==> src/rtl/vga_fb_arbiter.sv <==
// Frame-buffer arbiter: shares one single-port RAM (1-cycle read latency)
// between a sequential display prefetch feeding a show-ahead FIFO and a
// req/ack pixel writer port.
module vga_fb_arbiter #(
  parameter int unsigned ADDR_W       = 21,
  parameter int unsigned DATA_W       = 8,
  parameter int unsigned FRAME_PIXELS = 1310720,
  parameter int unsigned FIFO_DEPTH   = 16,
  parameter int unsigned LOW_WATER    = 4,
  parameter int unsigned MAX_WAIT     = 8
) (
  input  logic              CLK,
  input  logic              RST,
  input  logic              FRAME_START,
  input  logic              PIX_REQ,
  output logic [DATA_W-1:0] PIX_DATA,
  output logic              UNDERFLOW,
  input  logic              WR_REQ,
  input  logic [ADDR_W-1:0] WR_ADDR,
  input  logic [DATA_W-1:0] WR_DATA,
  output logic              WR_ACK,
  output logic              MEM_EN,
  output logic              MEM_WE,
  output logic [ADDR_W-1:0] MEM_ADDR,
  output logic [DATA_W-1:0] MEM_WDATA,
  input  logic [DATA_W-1:0] MEM_RDATA
);

  localparam int unsigned PtrW  = $clog2(FIFO_DEPTH);
  localparam int unsigned LvlW  = PtrW + 1;
  localparam int unsigned IssW  = $clog2(FRAME_PIXELS + 1);
  localparam int unsigned WaitW = $clog2(MAX_WAIT + 1);

  logic [DATA_W-1:0] fifo_q [FIFO_DEPTH];
  logic [PtrW-1:0]   wr_ptr_q, rd_ptr_q;
  logic [LvlW-1:0]   level_q;
  logic [ADDR_W-1:0] rd_addr_q;
  logic [IssW-1:0]   issued_q;
  logic [WaitW-1:0]  wait_q;
  logic              rd_ret_q;
  logic              underflow_q;
  logic              mem_en_q, mem_we_q, wr_ack_q;
  logic [ADDR_W-1:0] mem_addr_q;
  logic [DATA_W-1:0] mem_wdata_q;

  logic        mem_rd, push, pop, disp_el, wr_el, disp_gnt, wr_gnt;
  logic [1:0]  inflight;

  // A display read is outstanding in its access cycle and in its return
  // cycle; both count against free FIFO space so a push can never overflow.
  always_comb begin
    mem_rd   = mem_en_q & ~mem_we_q;
    inflight = {1'b0, mem_rd} + {1'b0, rd_ret_q};
    disp_el  = ((32'(level_q) + 32'(inflight)) < FIFO_DEPTH) &&
               (32'(issued_q) < FRAME_PIXELS) && !FRAME_START;
    wr_el    = WR_REQ & ~wr_ack_q;
    push     = rd_ret_q & ~FRAME_START;
    pop      = PIX_REQ & (level_q != '0) & ~FRAME_START;
    PIX_DATA = (level_q != '0) ? fifo_q[rd_ptr_q] : '0;
  end

  // Grant arbitration: display first below low water, else an aged write wins.
  always_comb begin
    disp_gnt = 1'b0;
    wr_gnt   = 1'b0;
    if (disp_el && wr_el) begin
      if (32'(level_q) < LOW_WATER) begin
        disp_gnt = 1'b1;
      end else if (32'(wait_q) >= MAX_WAIT) begin
        wr_gnt = 1'b1;
      end else begin
        disp_gnt = 1'b1;
      end
    end else begin
      disp_gnt = disp_el;
      wr_gnt   = wr_el;
    end
  end

  // Registered RAM interface, write ack and read-return tag.
  always_ff @(posedge CLK or negedge RST) begin
    if (!RST) begin
      mem_en_q    <= 1'b0;
      mem_we_q    <= 1'b0;
      mem_addr_q  <= '0;
      mem_wdata_q <= '0;
      wr_ack_q    <= 1'b0;
      rd_ret_q    <= 1'b0;
    end else begin
      mem_en_q    <= disp_gnt | wr_gnt;
      mem_we_q    <= wr_gnt;
      mem_addr_q  <= wr_gnt ? WR_ADDR : (disp_gnt ? rd_addr_q : '0);
      mem_wdata_q <= wr_gnt ? WR_DATA : '0;
      wr_ack_q    <= wr_gnt;
      // Frame start during the access cycle drops that read's data.
      rd_ret_q    <= mem_rd & ~FRAME_START;
    end
  end

  // Prefetch address, per-frame read count and writer wait age.
  always_ff @(posedge CLK or negedge RST) begin
    if (!RST) begin
      rd_addr_q <= '0;
      issued_q  <= '0;
      wait_q    <= '0;
    end else begin
      if (FRAME_START) begin
        rd_addr_q <= '0;
        issued_q  <= '0;
      end else if (disp_gnt) begin
        rd_addr_q <= rd_addr_q + ADDR_W'(1);
        issued_q  <= issued_q + IssW'(1);
      end
      if (!WR_REQ || wr_gnt) begin
        wait_q <= '0;
      end else if (32'(wait_q) < MAX_WAIT) begin
        wait_q <= wait_q + WaitW'(1);
      end
    end
  end

  // FIFO pointers, level and sticky underflow; frame start flushes.
  always_ff @(posedge CLK or negedge RST) begin
    if (!RST) begin
      wr_ptr_q    <= '0;
      rd_ptr_q    <= '0;
      level_q     <= '0;
      underflow_q <= 1'b0;
    end else if (FRAME_START) begin
      wr_ptr_q    <= '0;
      rd_ptr_q    <= '0;
      level_q     <= '0;
      underflow_q <= 1'b0;
    end else begin
      if (push) wr_ptr_q <= wr_ptr_q + PtrW'(1);
      if (pop)  rd_ptr_q <= rd_ptr_q + PtrW'(1);
      level_q <= level_q + LvlW'(push) - LvlW'(pop);
      if (PIX_REQ && level_q == '0) underflow_q <= 1'b1;
    end
  end

  // FIFO storage needs no reset; the level gates what is visible.
  always_ff @(posedge CLK) begin
    if (push) fifo_q[wr_ptr_q] <= MEM_RDATA;
  end

  assign UNDERFLOW = underflow_q;
  assign WR_ACK    = wr_ack_q;
  assign MEM_EN    = mem_en_q;
  assign MEM_WE    = mem_we_q;
  assign MEM_ADDR  = mem_addr_q;
  assign MEM_WDATA = mem_wdata_q;

endmodule
==> config.mk <==
export PLATFORM = sky130hd
export DESIGN_NAME = vga_fb_arbiter
export DESIGN_NICKNAME = d
export VERILOG_FILES = /design/src/rtl/vga_fb_arbiter.sv
export SDC_FILE = /design/constraint.sdc
export NUM_CORES = 1
export LEC_CHECK = 0
export ABC_AREA = 1
export CORE_AREA = 2 2 129 131
export CTS_BUF_LIST = sky130_fd_sc_hd__clkbuf_2
export CTS_CLUSTER_DIAMETER = 50
export CTS_CLUSTER_SIZE = 25
export DETAILED_ROUTE_END_ITERATION = 10
export DIE_AREA = 0 0 131 133
export GPL_ROUTABILITY_DRIVEN = 0
export HOLD_SLACK_MARGIN = 0.1
export PLACE_DENSITY = 0.88
export REMOVE_ABC_BUFFERS = 1
export SLEW_MARGIN = 20
export SYNTH_ARGS = -nofsm -noshare
export SYNTH_HDL_FRONTEND = slang
export SYNTH_SLANG_ARGS = --single-unit
==> constraint.sdc <==
create_clock -name CLK -period 6 [get_ports CLK]
set_input_delay 0.6 -clock CLK [delete_from_list [all_inputs] [get_ports CLK]]
set_output_delay 0.6 -clock CLK [all_outputs]
set_load 0.02 [all_outputs]
=== Word level (Yosys, flattened, before mapping) ===
Memory sizes are Yosys's and may differ from the RTL's.
Cells that the tools add are included.

* Bits in registers: 92
* RAM bits: 128
* Input port bits: 42
* Output and inout port bits: 41
* Logic and storage cells: 75
* Memories kept: 1

* Add/subtract/negate cells: 9
* $lt $le $gt $ge: 5
* Multiplexer cells: 25
* Bitwise operators: 9
* Reduce and logical (&&, ||, !) cells: 14

{| class="wikitable"
|+ Memories
! memory !! depth !! bits a word !! read ports !! clocked after memory_dff !! write ports !! line !! RTL
|-
| fifo_q || 16 || 8 || 1 || 0 || 1 || 34 || <nowiki>logic [DATA_W-1:0] fifo_q [FIFO_DEPTH];</nowiki>
|}

{| class="wikitable"
|+ Operator list
! kind !! number
|-
| 21-bit 2-to-1 mux || 6
|-
| 21-bit by 1-bit adder with 21-bit output (second input constant) || 2
|-
| 4-bit 2-to-1 mux || 6
|-
| 21-bit < comparator (second input constant) || 1
|-
| 8-bit 2-to-1 mux || 2
|-
| 4-bit by 1-bit adder with 4-bit output (second input constant) || 3
|-
| 1-bit 2-to-1 mux || 10
|-
| 2-bit nonzero test || 5
|-
| 5-bit by 2-bit adder with 6-bit output || 1
|-
| 1-bit bitwise AND || 6
|-
| 6-bit by 5-bit < comparator with 1-bit output (second input constant) || 1
|-
| 5-bit by 1-bit adder with 5-bit output || 1
|-
| 5-bit logical NOT || 1
|-
| 5-bit by 3-bit < comparator with 1-bit output (second input constant) || 1
|-
| 5-bit 2-to-1 mux || 1
|-
| 5-bit nonzero test || 1
|-
| 5-bit by 1-bit subtractor with 5-bit output || 1
|-
| 4-bit >= comparator (second input constant) || 1
|-
| 1-bit logical AND || 4
|-
| 4-bit < comparator (second input constant) || 1
|-
| 1-bit by 1-bit adder with 2-bit output || 1
|-
| 1-bit logical NOT || 2
|-
| 1-bit NOT || 2
|-
| 1-bit logical OR || 1
|-
| 1-bit OR || 1
|}

=== Logic depth before layout (Yosys ltp) ===
* Depth after elaboration: 11
* Mapped depth: 15
* Depth with buffers taken out: 14

=== Worst setup path after synthesis ===
Ideal clock, no wire load.

* Path kind: input -> register
* Start: in FRAME_START
* End: reg level_q[4]
* Setup time: 0.077 ns
* Arrival: 2.364 ns
* Data required time: 5.923 ns
* Slack: 3.558 ns
* Stages on the path: 12
* Buffers on the path: 1
* Path through: buf_2 -> nor2_1 -> inv_1 -> ha_1 -> inv_1 -> ha_1 -> fa_1 -> a21oi_1 -> nor2_1 -> nor2_1 -> o21ai_0 -> a21oi_1

* Word-level cells in the longest chain between the ends: 5
* Elaborated cells on any way between the ends: 6
* Classes of those cells: add/sub: 2; mux: 1; bitwise: 3

{| class="wikitable"
|+ RTL lines
! item !! line !! RTL
|-
| start, declared || 14 || <nowiki>input logic FRAME_START,</nowiki>
|-
| 1-bit NOT || 57, 58 ||
|-
| 1-bit bitwise AND || 57 || <nowiki>push = rd_ret_q & ~FRAME_START;</nowiki>
|-
| 5-bit by 1-bit adder with 5-bit output || 137 || <nowiki>level_q <= level_q + LvlW'(push) - LvlW'(pop);</nowiki>
|-
| 5-bit by 1-bit subtractor with 5-bit output || 137 ||
|-
| 5-bit 2-to-1 mux * || 129 || <nowiki>end else if (FRAME_START) begin</nowiki>
|-
| end signal, assigned || 137 ||
|-
| end, declared || 36 || <nowiki>logic [LvlW-1:0] level_q;</nowiki>
|}

Every way passes the cells marked *; elsewhere a longest branch is shown, timed or not.
A chain may end at the register's enable or synchronous reset.

=== Worst setup path in the final report ===
* Start: reg rd_ptr_q[0]
* End: out PIX_DATA[5]

* Word-level cells in the longest chain between the ends: 2

{| class="wikitable"
|+ RTL lines
! item !! line !! RTL
|-
| start, declared || 35 || <nowiki>logic [PtrW-1:0] wr_ptr_q, rd_ptr_q;</nowiki>
|-
| start signal, assigned || 136 || <nowiki>if (pop) rd_ptr_q <= rd_ptr_q + PtrW'(1);</nowiki>
|-
| memory read 16 x 8 bit || n/a ||
|-
| 8-bit 2-to-1 mux || 59 || <nowiki>PIX_DATA = (level_q != '0) ? fifo_q[rd_ptr_q] : '0;</nowiki>
|-
| end, declared || 16 || <nowiki>output logic [DATA_W-1:0] PIX_DATA,</nowiki>
|}

No other way between the ends.

==> summary.txt <==
Layout Nets: 1210
row cnt: 47
met3 Usage GRT: 3.720%
die area: 17420 um2
Layout fillers: 1208
share of cells above drive strength 1: 4.836%
GRT busiest layer: met2
Final HPWL DP: 14400 um
initial antenna violation count: 1
Leakage Power: 4.624 nW
CTS resizes: 0
final WL: 21910 um
clk_lat worst skew: 0.85 ns
RSZ-0062 raised after global routing: no
synth warn: 0
WP data required: 5.40 ns
net switching fraction of the power: 35.30%
GR Util All Layers: 25.83%
number of global-route vias before repair: 7591
Sw Pwr: 0.001227 W
DR WL/cell: 15.90 um
initial drt markers: 844
max cap viols: 0
Die W: 131 um
slowest CP cell: clkdlybuf4s50_1
Register Area: 6147 um2
CP top delay family: buffers and inverters
Critical Path Max Stage Delay: 0.66 ns
Max Slew Vio Count: 0
P_int: 0.002249 W
first-pass GRT wire length: 35880 um
clock transition at the registers of the reported paths: 0.38 ns
Worst EP arrival: 3.73 ns
Starting Density: 62.92%
P per Cell Area: 304.5 nW/um2
fin util: 70.58%
drt drc: 0
met2 Use GR: 44.39%
CP startpoint kind: flop
Vias: 7757
Final Hold Vio Count: 0
total negative setup slack: 0 ns
antenna diode count: 0
mapped cell area: 10180 um2
Hold WC Path Type: in2reg
Setup Viol. Count Final: 0
Area Growth Syn to Fin: 12.17%
register bit total from synthesis: 220
ys async rst share: 41.82%
Congestion Overflow GR: 0
worst-path cell chain: inv_1 -> buf_4 -> nor2_1 -> o211ai_1 -> nand3_1 -> a21oi_1 -> clkdlybuf4s50_1
status: finished clean
synth unique cells: 37
syn avg cell area: 9.422 um2
Core Area: 16170 um2
CTS tree: built
met1 Use GR: 34.32%
Fmax: 231.1 MHz
clk sinks: 220
pin count of the biggest net entering global routing: 83
critical path fanouts, max: 36
worst-case vdd ir drop: 0.0002033 V
clock group share of total power: 22.8%
count of flip-flops with a built-in enable after synthesis: 128
Logic pwr share: 27.4%
count of antenna-violating nets left after detailed routing: 0
sequential element share of the synthesized area: 60.40%
Seq pwr share: 49.8%
Final Critical Period: 4.328 ns
Clock Tree Buf Depth: 3
slew margin rel.: 37.89%
H-tree depth: 1
TritonCTS Buffers: 19
IO Pins: 83
CP endpoint kind: output pin
vias per inst: 5.629
gate count after technology mapping: 1080
Detailed Routing Iterations Pass 1: 5
worst slew pin tran: 0.9282 ns
crit path kind: reg2out
Die Y: 133 um
PortBufs: 82
crit path buf inv count: 3
Multi-input gate area: 3521 um2
fin crit share: 72.13%
CTS Root Buffer Type: clkbuf_2
Main synth FF type: edfxtp_1
skew final: 0.1121 ns
## synthesized netlist by cell type (17+ instances only)
| library cell | count | share of area [%] |
|---|---|---|
| nand2_1 | 235 | 8.7 |
| nor2_1 | 201 | 7.4 |
| edfxtp_1 | 128 | 38 |
| nand3_1 | 106 | 5.2 |
| dfrtp_1 | 92 | 23 |
| o21ai_0 | 79 | 3.9 |
| inv_1 | 68 | 2.5 |
| ha_1 | 21 | 2.6 |
| buf_2 | 19 | 0.93 |
| a21oi_1 | 17 | 0.84 |
| nand4_1 | 17 | 1.0 |
## final timing paths
kind / startpoint / cells after the start / endpoint / slack (ns)
worst max-delay path: rd_ptr_q[0] / 7 / PIX_DATA[5] / 1.67
worst min-delay path: WR_DATA[0] / 3 / MEM_WDATA[0] / 0.23
worst max register to register: level_q[3] / 14 / level_q[4] / 3.37
worst min register to register: UNDERFLOW / 2 / UNDERFLOW / 0.53
max in group asynchronous: RST / 3 / MEM_ADDR[6] / 4.88
min in group asynchronous: RST / 3 / wr_ptr_q[3] / 0.35
## per-layer routing
layer	routed length, um	part of all wire, %
met2	11330	52
met5	0	0
met3	1549	7.1
met1	8665	40
met4	362	1.7
## placed cells by master (no fill, tap or decap), types with 3 or more instances in the layout
master | Yosys | layout
o21ai_0 | 79 | 79
nand2_1 | 235 | 235
nor2_4 | 2 | 3
buf_4 | 3 | 7
a21oi_1 | 17 | 17
nor3_1 | 7 | 7
xor2_1 | 13 | 13
nor2_1 | 201 | 201
xnor2_1 | 3 | 3
inv_1 | 68 | 68
ha_1 | 21 | 21
nand4_1 | 17 | 17
dfrtp_1 | 92 | 91
o21ai_1 | 8 | 8
edfxtp_1 | 128 | 128
nand2_2 | 4 | 4
clkbuf_2 | 0 | 20
clkdlybuf4s50_1 | 0 | 81
o211ai_1 | 14 | 14
nand3_1 | 106 | 106
## worst register-to-register path: stages (launching register included)
cell and delay [ns]:
dfrtp_1 0.48, inv_1 0.13, ha_1 0.16, nand3_1 0.10, nand2_1 0.15, nor2_1 0.08, ha_1 0.32, inv_1 0.03
ha_1 0.20, fa_1 0.41, a21oi_1 0.16, nor2_1 0.05, nor2_1 0.12, o21ai_0 0.09, a21oi_1 0.12
## cells by family after synthesis
family	share of synthesized area [%]
flops	60.40
fa+ha+maj	2.779
mux	0.09837
buf+inv	5.053
simple gates	23.72
xor+xnor	1.377
compound gates	6.578
## registers in the layout, summed over array words and instances, names as in the netlist
signal and flops:
fifo_q 128, MEM_ADDR 21, issued_q 21, rd_addr_q 21, MEM_WDATA 8, level_q 5, rd_ptr_q 4, wait_q 4
wr_ptr_q 4, MEM_EN 1, UNDERFLOW 1, WR_ACK 1, rd_ret_q 1
## what timing repair did
item / CTS / global route
setup buffers: 0 / 0
hold buffers: 2 / 0
hold endpoints to repair: 10 / 0
setup endpoints to repair: 0 / 0
## power by group through the flow
stage | Clock [W] | Sequential (W) | Combinational [W]
2_1_floorplan | 0 | 0.00182 | 0.000511
3_3_place_gp | 0 | 0.00176 | 0.000923
3_5_place_dp | 0 | 0.00176 | 0.000952
4_1_cts | 0.000804 | 0.00173 | 0.000955
5_1_grt | 0.000859 | 0.00174 | 0.00107
6_report | 0.000792 | 0.00173 | 0.000953
## area by class of cell
class                      count  area share (%)
tap                          220           2.411
multi-input combinational    741           30.85
timing repair buffer          91           7.837
clock buffer                  20          0.8769
inverter                      73           2.422
sequential                   220           53.85
clock inverter                13           1.754
## metrics by stage
step | power (W) | std cells | setup WS, ns | hold WS (ns) | cell area, um2
after floorplan | 0.002331 | 1034 | 2.609 | 0.3044 | 9938
after global placement | 0.002680 | 1343 | 2.593 | 0.4402 | 11090
after detailed placement | 0.002710 | 1343 | 2.433 | 0.4423 | 11090
after CTS | 0.003489 | 1378 | 1.681 | 0.1944 | 11410
after global routing | 0.003669 | 1378 | 1.466 | 0.1786 | 11410
final | 0.003475 | 1378 | 1.672 | 0.2323 | 11410
Note: power is estimated with default switching activity, not from simulation.
